--- src/rtl/uart_cmd_arb_if.sv ---
// ---------------------------------------------------------------------------
// uart_cmd_arb_if
//   Command/response bus between the round-robin command controller and the
//   16-bit UART command engine.
//
//   uart_cmd       controller -> engine   latched command word
//   uart_cmd_vld   controller -> engine   command valid
//   uart_cmd_rdy   engine -> controller   engine idle/accept; low while busy,
//                                         rises again at frame end
//   uart_read_rdy  engine -> controller   received-byte strobe
//   uart_read_data engine -> controller   [READ_WIDTH-1:0] byte,
//                                         [READ_WIDTH] parity-error flag
//
//   modport master : the controller side
//   modport slave  : the UART engine side
// ---------------------------------------------------------------------------
interface uart_cmd_arb_if #(
   parameter int CMD_WIDTH  = 16,
   parameter int READ_WIDTH = 8
) ();

   logic [CMD_WIDTH-1:0] uart_cmd;
   logic                 uart_cmd_vld;
   logic                 uart_cmd_rdy;
   logic                 uart_read_rdy;
   logic [READ_WIDTH:0]  uart_read_data;

   modport master (
      output uart_cmd,
      output uart_cmd_vld,
      input  uart_cmd_rdy,
      input  uart_read_rdy,
      input  uart_read_data
   );

   modport slave (
      input  uart_cmd,
      input  uart_cmd_vld,
      output uart_cmd_rdy,
      output uart_read_rdy,
      output uart_read_data
   );

endinterface

--- src/rtl/uart_cmd_arb.sv ---
// ---------------------------------------------------------------------------
// uart_cmd_arb
//   Two-requester round-robin controller for the UART command engine. One
//   requester is granted at a time; its command is issued over the
//   uart_cmd_vld/uart_cmd_rdy handshake, the controller waits for the frame
//   to complete (and, for reads, for the returned byte), then returns a
//   one-cycle response pulse with shared data/status to the owner.
//
//   clk, rst_n            clock, asynchronous active-low reset
//   reqN_vld / reqN_cmd   requester N command valid / command word
//   reqN_rdy              requester N accepted (combinational, IDLE only)
//   rspN_vld              one-cycle response pulse to requester N
//   rsp_data              read byte (0 for writes and timeouts)
//   rsp_err               00 ok, 01 timeout, 10 parity error
//   uart                  engine bus (master side)
// ---------------------------------------------------------------------------
module uart_cmd_arb #(
   parameter int CMD_WIDTH  = 16,
   parameter int READ_WIDTH = 8,
   parameter int TIMEOUT    = 20000
) (
   input  logic                  clk,
   input  logic                  rst_n,
   input  logic                  req0_vld,
   input  logic [CMD_WIDTH-1:0]  req0_cmd,
   output logic                  req0_rdy,
   input  logic                  req1_vld,
   input  logic [CMD_WIDTH-1:0]  req1_cmd,
   output logic                  req1_rdy,
   output logic                  rsp0_vld,
   output logic                  rsp1_vld,
   output logic [READ_WIDTH-1:0] rsp_data,
   output logic [1:0]            rsp_err,
   uart_cmd_arb_if.master        uart
);

   localparam logic [2:0] S_IDLE      = 3'd0;
   localparam logic [2:0] S_ISSUE     = 3'd1;
   localparam logic [2:0] S_BLANK     = 3'd2;
   localparam logic [2:0] S_WAIT_DONE = 3'd3;
   localparam logic [2:0] S_WAIT_RD   = 3'd4;
   localparam logic [2:0] S_RESP      = 3'd5;

   localparam logic [1:0] ERR_OK      = 2'b00;
   localparam logic [1:0] ERR_TIMEOUT = 2'b01;

   // Wide enough to hold TIMEOUT itself: a read whose frame completes on
   // the last allowed cycle steps the timer one past TIMEOUT-1 in WAIT_RD.
   localparam int TW = $clog2(TIMEOUT + 1);

   logic [2:0]            state;
   logic                  ptr;      // requester with priority this round
   logic                  owner;    // requester currently being served
   logic                  grant;
   logic [CMD_WIDTH-1:0]  cmd_q;
   logic [TW-1:0]         timer;
   logic [READ_WIDTH-1:0] rsp_data_q;
   logic [1:0]            rsp_err_q;
   logic                  time_up;

   // Pointer side wins when it is requesting, otherwise the other side.
   // NOTE: every signal assigned in always_comb gets a default first, so no
   // path leaves it unassigned and no latch is inferred.
   always_comb begin
      grant = ptr;
      if (!ptr && !req0_vld) grant = 1'b1;
      if ( ptr && !req1_vld) grant = 1'b0;
   end

   assign req0_rdy = (state == S_IDLE) && !grant && req0_vld;
   assign req1_rdy = (state == S_IDLE) &&  grant && req1_vld;

   assign time_up  = (timer >= TW'(TIMEOUT - 1));

   // NOTE: state registers use non-blocking assignments so every register
   // samples the pre-edge values regardless of statement order.
   always_ff @(posedge clk or negedge rst_n) begin
      if (!rst_n) begin
         state      <= S_IDLE;
         ptr        <= 1'b0;
         owner      <= 1'b0;
         cmd_q      <= '0;
         timer      <= '0;
         rsp_data_q <= '0;
         rsp_err_q  <= ERR_OK;
      end else begin
         case (state)
            S_IDLE: begin
               if (req0_rdy) begin
                  cmd_q <= req0_cmd;
                  owner <= 1'b0;
                  state <= S_ISSUE;
               end else if (req1_rdy) begin
                  cmd_q <= req1_cmd;
                  owner <= 1'b1;
                  state <= S_ISSUE;
               end
            end

            // No timeout here: the engine is required to accept eventually.
            S_ISSUE: begin
               if (uart.uart_cmd_rdy) begin
                  timer <= '0;
                  state <= S_BLANK;
               end
            end

            // Engine drops rdy one cycle late; its stale high is skipped.
            S_BLANK: begin
               timer <= timer + 1'b1;
               state <= S_WAIT_DONE;
            end

            // Completion is tested before the timeout so it wins a tie.
            S_WAIT_DONE: begin
               if (uart.uart_cmd_rdy) begin
                  if (cmd_q[CMD_WIDTH-1]) begin
                     timer <= timer + 1'b1;
                     state <= S_WAIT_RD;
                  end else begin
                     rsp_data_q <= '0;
                     rsp_err_q  <= ERR_OK;
                     state      <= S_RESP;
                  end
               end else if (time_up) begin
                  rsp_data_q <= '0;
                  rsp_err_q  <= ERR_TIMEOUT;
                  state      <= S_RESP;
               end else begin
                  timer <= timer + 1'b1;
               end
            end

            S_WAIT_RD: begin
               if (uart.uart_read_rdy) begin
                  rsp_data_q <= uart.uart_read_data[READ_WIDTH-1:0];
                  rsp_err_q  <= {uart.uart_read_data[READ_WIDTH], 1'b0};
                  state      <= S_RESP;
               end else if (time_up) begin
                  rsp_data_q <= '0;
                  rsp_err_q  <= ERR_TIMEOUT;
                  state      <= S_RESP;
               end else begin
                  timer <= timer + 1'b1;
               end
            end

            S_RESP: begin
               ptr   <= ~owner;
               state <= S_IDLE;
            end

            default: state <= S_IDLE;
         endcase
      end
   end

   // Decoded from registered state so reset clears them asynchronously.
   assign uart.uart_cmd     = cmd_q;
   assign uart.uart_cmd_vld = (state == S_ISSUE);
   assign rsp0_vld          = (state == S_RESP) && !owner;
   assign rsp1_vld          = (state == S_RESP) &&  owner;
   assign rsp_data          = rsp_data_q;
   assign rsp_err           = rsp_err_q;

endmodule

--- src/flat_wrapper.sv ---
// flat-port wrapper written by rule: the top's interface ports become plain ports
module uart_cmd_arb_flat 
#(
   parameter int CMD_WIDTH  = 16,
   parameter int READ_WIDTH = 8,
   parameter int TIMEOUT    = 20000
)
  (clk, rst_n, req0_vld, req0_cmd, req0_rdy, req1_vld, req1_cmd, req1_rdy, rsp0_vld, rsp1_vld, rsp_data, rsp_err, uart_uart_cmd, uart_uart_cmd_vld, uart_uart_cmd_rdy, uart_uart_read_rdy, uart_uart_read_data);
  uart_cmd_arb_if #(.CMD_WIDTH(CMD_WIDTH), .READ_WIDTH(READ_WIDTH)) uart_i ();
  input  logic clk;
  input  logic rst_n;
  input  logic req0_vld;
  input  logic [CMD_WIDTH-1:0] req0_cmd;
  output logic req0_rdy;
  input  logic req1_vld;
  input  logic [CMD_WIDTH-1:0] req1_cmd;
  output logic req1_rdy;
  output logic rsp0_vld;
  output logic rsp1_vld;
  output logic [READ_WIDTH-1:0] rsp_data;
  output logic [1:0] rsp_err;
  output wire logic [$bits(uart_i.uart_cmd)-1:0] uart_uart_cmd;
  output wire logic [$bits(uart_i.uart_cmd_vld)-1:0] uart_uart_cmd_vld;
  input wire logic [$bits(uart_i.uart_cmd_rdy)-1:0] uart_uart_cmd_rdy;
  input wire logic [$bits(uart_i.uart_read_rdy)-1:0] uart_uart_read_rdy;
  input wire logic [$bits(uart_i.uart_read_data)-1:0] uart_uart_read_data;
  assign uart_uart_cmd = uart_i.uart_cmd;
  assign uart_uart_cmd_vld = uart_i.uart_cmd_vld;
  assign uart_i.uart_cmd_rdy = uart_uart_cmd_rdy;
  assign uart_i.uart_read_rdy = uart_uart_read_rdy;
  assign uart_i.uart_read_data = uart_uart_read_data;
  uart_cmd_arb #(.CMD_WIDTH(CMD_WIDTH), .READ_WIDTH(READ_WIDTH), .TIMEOUT(TIMEOUT)) u_core (.clk(clk), .rst_n(rst_n), .req0_vld(req0_vld), .req0_cmd(req0_cmd), .req0_rdy(req0_rdy), .req1_vld(req1_vld), .req1_cmd(req1_cmd), .req1_rdy(req1_rdy), .rsp0_vld(rsp0_vld), .rsp1_vld(rsp1_vld), .rsp_data(rsp_data), .rsp_err(rsp_err), .uart(uart_i));
endmodule
--- config.mk ---
export PLATFORM = sky130hd
export DESIGN_NAME = uart_cmd_arb_flat
export DESIGN_NICKNAME = d
export VERILOG_FILES = /design/src/rtl/uart_cmd_arb_if.sv /design/src/rtl/uart_cmd_arb.sv /design/src/flat_wrapper.sv
export SDC_FILE = /design/constraint.sdc
export NUM_CORES = 1
export LEC_CHECK = 0
export ABC_AREA = 1
export CAP_MARGIN = 20
export CORE_ASPECT_RATIO = 0.5
export CORE_MARGIN = 1.5
export CORE_UTILIZATION = 40
export DETAILED_ROUTE_END_ITERATION = 6
export GPL_ROUTABILITY_DRIVEN = 0
export GPL_TIMING_DRIVEN = 0
export PLACE_DENSITY_LB_ADDON = 0.12
export SLEW_MARGIN = 40
export SYNTH_ARGS = -nofsm -noshare
export SYNTH_HDL_FRONTEND = slang
export SYNTH_SLANG_ARGS = --single-unit
--- constraint.sdc ---
create_clock -name clk -period 3.95 [get_ports clk]
set_clock_uncertainty 0.05 [all_clocks]
set_input_delay 0.79 -clock clk [delete_from_list [all_inputs] [get_ports clk]]
set_output_delay 0.79 -clock clk [all_outputs]
set_load 0.005 [all_outputs]
# Word-level counts from Yosys, hierarchy flattened
# Cells that the tools add are included.
totals:
  ramBits: 0
  romBits: 0
  mem_count: 0
  latch_bits: 0
  regBits: 46
op_classes:
  muxes: 30
  add_sub_neg: 1
  mul: 0
  n_bitwise: 1
  n_reduce_logical: 21
  div: 0
  n_eq_ne: 10
  n_shift: 0
  magnitude_cmp: 1
op_table:
  columns: ["cell", "count"]
  rows:
  - ["$mux W15", 5]
  - ["$pmux W15 S4", 1]
  - ["$mux W16", 2]
  - ["$mux W8", 4]
  - ["$mux W3", 6]
  - ["$pmux W8 S2", 1]
  - ["$add A15 B1 Y15 const B", 1]
  - ["$ge A15 B15 Y1 const B", 1]
  - ["$pmux W3 S5", 1]
  - ["$logic_and A1 B1 Y1", 8]
  - ["$mux W2", 4]
  - ["$eq A3 B2 Y1 const B", 2]
  - ["$eq A3 B3 Y1 const B", 2]
  - ["$ne A3 B3 Y1 const B", 2]
  - ["$reduce_and A2 Y1", 3]
  - ["$logic_not A1 Y1", 5]
  - ["$mux W1", 5]
  - ["$pmux W2 S2", 1]
  - ["$reduce_and A4 Y1", 1]
  - ["$reduce_bool A2 Y1", 2]
  - ["$reduce_bool A4 Y1", 1]
  - ["$eq A3 B1 Y1 const B", 1]
  - ["$logic_not A3 Y1", 1]
  - ["$ne A3 B2 Y1 const B", 1]
  - ["3 further kinds", 3]

# Longest topological paths before layout
depth:
  depth_word: 9
  depth_mapped: 14
  depth_no_buf: 13

# Least setup slack after synthesis
# Ideal clock, no wire load.
synth_path:
  path_type: "input to output"
  startpoint: "input req1_vld"
  endpoint: "output req0_rdy"
  arrival_time_ns: 1.397
  path_stages: 4
  t_required_ns: 3.110
  slack_ns: 1.713
  path_cell_list: "inv_1 > o21ai_2 > inv_4 > buf_4"
synth_between:
  elab_chain_cells: 6
synth_rtl:
  columns: ["element", "line", "text"]
  rows:
  - ["start, declared", "flat_wrapper.sv:15", "input logic req1_vld;"]
  - ["$logic_not A1 Y1", "uart_cmd_arb.sv:67", "if ( ptr && !req1_vld) grant = 1'b0;"]
  - ["$logic_and A1 B1 Y1", "uart_cmd_arb.sv:67", null]
  - ["$mux W1", "uart_cmd_arb.sv:67", null]
  - ["$logic_not A1 Y1", "uart_cmd_arb.sv:70", "assign req0_rdy = (state == S_IDLE) && !grant && req0_vld;"]
  - ["$logic_and A1 B1 Y1 (2 in a row)", "uart_cmd_arb.sv:70", null]
  - ["end, declared", "flat_wrapper.sv:14", "output logic req0_rdy;"]
# No other way between the ends.

# Worst setup path after layout
layout_path:
  startpoint: "input req0_vld"
  endpoint: "output req0_rdy"
layout_between:
  elab_chain_cells: 7
layout_rtl:
  columns: ["element", "line", "text"]
  rows:
  - ["start, declared", "flat_wrapper.sv:12", "input logic req0_vld;"]
  - ["$logic_not A1 Y1", "uart_cmd_arb.sv:66", "if (!ptr && !req0_vld) grant = 1'b1;"]
  - ["$logic_and A1 B1 Y1", "uart_cmd_arb.sv:66", null]
  - ["$mux W1", "uart_cmd_arb.sv:66", null]
  - ["$mux W1", "uart_cmd_arb.sv:67", null]
  - ["$logic_not A1 Y1", "uart_cmd_arb.sv:70", null]
  - ["$logic_and A1 B1 Y1", "uart_cmd_arb.sv:70", null]
  - ["$logic_and A1 B1 Y1 *", "uart_cmd_arb.sv:70", null]
# Every way passes the cells marked *; elsewhere a longest branch is shown, timed or not.

==> metrics.md <==
| Metric | Value |
|---|---|
| Peak VDD IR | `317 uV` |
| CTS tree | `done` |
| Drt first pass iters | `4` |
| Worst slack, placed | `roughly 640 ps` |
| Global-route wire length before repair | `11.0 mm` |
| Drt wl/cell | `about 13 um` |
| Synth Area in Compound Gates | `0.100` |
| Critical path data required time | `3110 ps` |
| Synth async-reset ratio | `1.00` |
| Clk buf depth | `2` |
| Vias in the first global route | `2444` |
| Tot GR Track Use | `0.206` |
| Most used DFF post-synth | `dfrtp_1` |
| Crit path max fanout | `10` |
| Ranking of synthesized cells by area | `dfrtp_1 (44%), nand2_1 (15%), nor2_1 (6.5%)` |
| Ports | `78` |
| Count of yosys warnings during synthesis | `0` |
| Largest family of logic cells by synthesized area | `simple AND/OR/NAND/NOR gates` |
| Nets | `482` |
| Via density | `4.87` |
| Final setup fails | `0` |
| Die area | `0.00703 mm2` |
| CP Data Arrival Time | `2460 ps` |
| Initial antenna violation count | `0` |
| Crit end category | `output pin` |
| Synth unique cells | `36` |
| XOR/XNOR Fraction of Synth Area | `0.00336` |
| Via Count | `around 2.5k` |
| Yosys top cell area share | `0.442` |
| Fmax | `0.303 GHz` |
| Cell area after synthesis | `0.00260 mm2` |
| Routed Antenna Nets | `0` |
| CTS Hold Bufs | `0` |
| Mapped Nets | `398` |
| Crit Path Category | `input pin to output pin` |
| Clk pin slew, worst setup/hold paths | `70 ps` |
| Worst setup margin | `650 ps` |
| Hpwl dp | `5.10 mm` |
| Core ar. | `0.00618 mm2` |
| Area grow syn2layout | `41.6%` |
| Status | `finished, final reports clean` |
| Post-Synth Adder-Cell Area | `0.00481` |
| Final period utilization | `0.835` |
| Pwr/cell area | `667 mW/mm2` |
| Post-synth EDFFs | `0` |
| CTS resizes | `0` |
| Mux share of post-synthesis cell area | `0` |
| Number of port buffers | `76` |
| Yosys top cell by area | `dfrtp_1` |
| Placed insts | `515` |
| Rows | `20` |
| Post-DP Area | `0.00349 mm2` |
| Sink Count | `46` |
| Die height | `60.1 um` |
| RSZ-0062 raised after global routing | `no` |
| Post-Route WL | `6.83 mm` |
| Setup total negative slack | `0 ps` |
| Cts bufs inserted | `5` |
| GRT overflow | `0` |
| Syn_area_per_cell | `~7.4 um2` |
| Slew @ Worst Pin | `447 ps` |
| Starting Density | `0.421` |
| Fin cells | `523` |
| Final critical-path required period | `3300 ps` |
| #FFs+latches synth | `46` |
| Max-cap check violation count | `0` |
| Startpoint Class | `input pin` |
| N_diodes | `0` |
| Simple-gate share of the synthesized area | `0.366` |
| Setup Buffers After CTS | `0` |
| Post-Syn Instances | `350` |
| Max-Slew Margin vs Limit | `0.702` |
| Remaining DRCs | `0` |
| CTS root buf | `clkbuf_16` |
| Hold/Removal Path Class | `input pin to asynchronous set/reset pin` |
| Final Cell Area | `0.00369 mm2` |
| Htree depth | `2` |
| Share of cells above drive strength 1 | `0.106` |
| Largest net degree at the start of global routing | `34` |
| DRT iter0 DRCs | `208` |
| Clk_lat worst skew | `290 ps` |
| Slew Viols, Final | `0` |
| Final Hold Viols | `0` |
| Register area share after synthesis | `0.442` |
| Die Wd | `117 um` |
| Reg2reg setup slack | `2130 ps` |
| Leakage power total | `approximately 1.7 nW` |
worst max-delay path, stage by stage:
cell and delay [ps]:
clkdlybuf4s50_1 480, inv_1 70, nor2_1 130, o21ai_2 150
inv_4 130, buf_4 190, clkdlybuf4s50_1 520
synth_stat cells, types with 2 or more instances:
| library cell | count |
|---|---|
| inv_1 | 33 |
| buf_6 | 2 |
| o21ai_1 | 6 |
| nand2_1 | 103 |
| a31oi_1 | 16 |
| a21oi_1 | 10 |
| nor2_4 | 3 |
| nor2_2 | 2 |
| o21ai_0 | 5 |
| inv_2 | 4 |
| buf_4 | 2 |
| nand2_2 | 8 |
| dfrtp_1 | 46 |
| nand3_1 | 30 |
| nand3_2 | 3 |
| buf_2 | 3 |
| nor2_1 | 45 |
| nand2_4 | 3 |
| nand4_1 | 5 |
| nor3_1 | 3 |
| inv_4 | 3 |
placed cells by master, fill, tap and decap left out, types with 5 or more instances in the layout:
cell	count
nand4_1	5
o21ai_0	5
nand2_1	103
clkdlybuf4s50_1	75
clkbuf_16	5
nand2_2	8
o21ai_1	6
nand3_1	30
nor2_1	45
inv_1	33
dfrtp_1	46
a21oi_1	10
a31oi_1	16
worst paths after layout:
path / from / endpoint / cells past startpoint
hold / removal: rst_n / u_core.uart.uart_cmd[9] / 1
hold reg to reg: u_core.rsp_data[0] / u_core.rsp_data[0] / 2
setup reg to reg: u_core.timer[1] / u_core.timer[0] / 12
setup / recovery: req0_vld / req0_rdy / 7
max in group asynchronous: rst_n / u_core.timer[9] / 2
min in group clk: u_core.rsp_data[0] / u_core.rsp_data[0] / 2
cell type report:
cell class / count / area [um2]
Timing Repair Buffer: 77 / 778
Clock inverter: 3 / 68.8
Buffer: 9 / 60.1
Tap cell: 88 / 110
Sequential cell: 46 / 1150
Multi-Input combinational cell: 255 / 1230
Clock buffer: 5 / 125
Inverter: 40 / 158
Fill cell: 549 / 2490
flip-flops by register name, summed over array words and instances (netlist names):
name and cells:
u_core.state 3, u_core.ptr 1, u_core.timer 15, u_core.owner 1
u_core.rsp_data 8, u_core.rsp_err 2, u_core.uart.uart_cmd 16
power breakdown:
group	switching [W]	internal, W
logic	0.000607	0.000536
clock network	0.000187	0.000364
registers	0.000121	0.000645
total	0.000915	0.00155
cell families (layout without fill, tap and decap cells):
logic type               Yosys count  count (layout)
XOR/XNOR                           1               1
adder cells (fa/ha/maj)            1               1
AND/OR/NAND/NOR                  209             209
AO/OA/AOI/OAI                     44              44
flip-flops                        46              46
buffers and inverters             49             134
metrics by stage:
stage / util / power (W) / hold WS (ps)
after CTS: 0.596 / 0.00248 / 293
after global placement: 0.562 / 0.00189 / 433
final: 0.596 / 0.00246 / 291
after floorplan: - / 0.00139 / 431
after global routing: 0.596 / 0.00263 / 297
after detailed placement: 0.565 / 0.00192 / 444
routing by layer:
metal / global-route usage / share of wire / up-vias / routed length (um)
li1: - / - / 1297 / -
met1: 0.256 / 0.45 / 1167 / 3080
met2: 0.343 / 0.46 / 76 / 3160
met3: 0.0740 / 0.079 / 6 / 539
met4: 0.0620 / 0.0088 / 0 / 60
met5: 0 / 0 / - / 0
No activity file was read; power rests on OpenSTA's default activity.
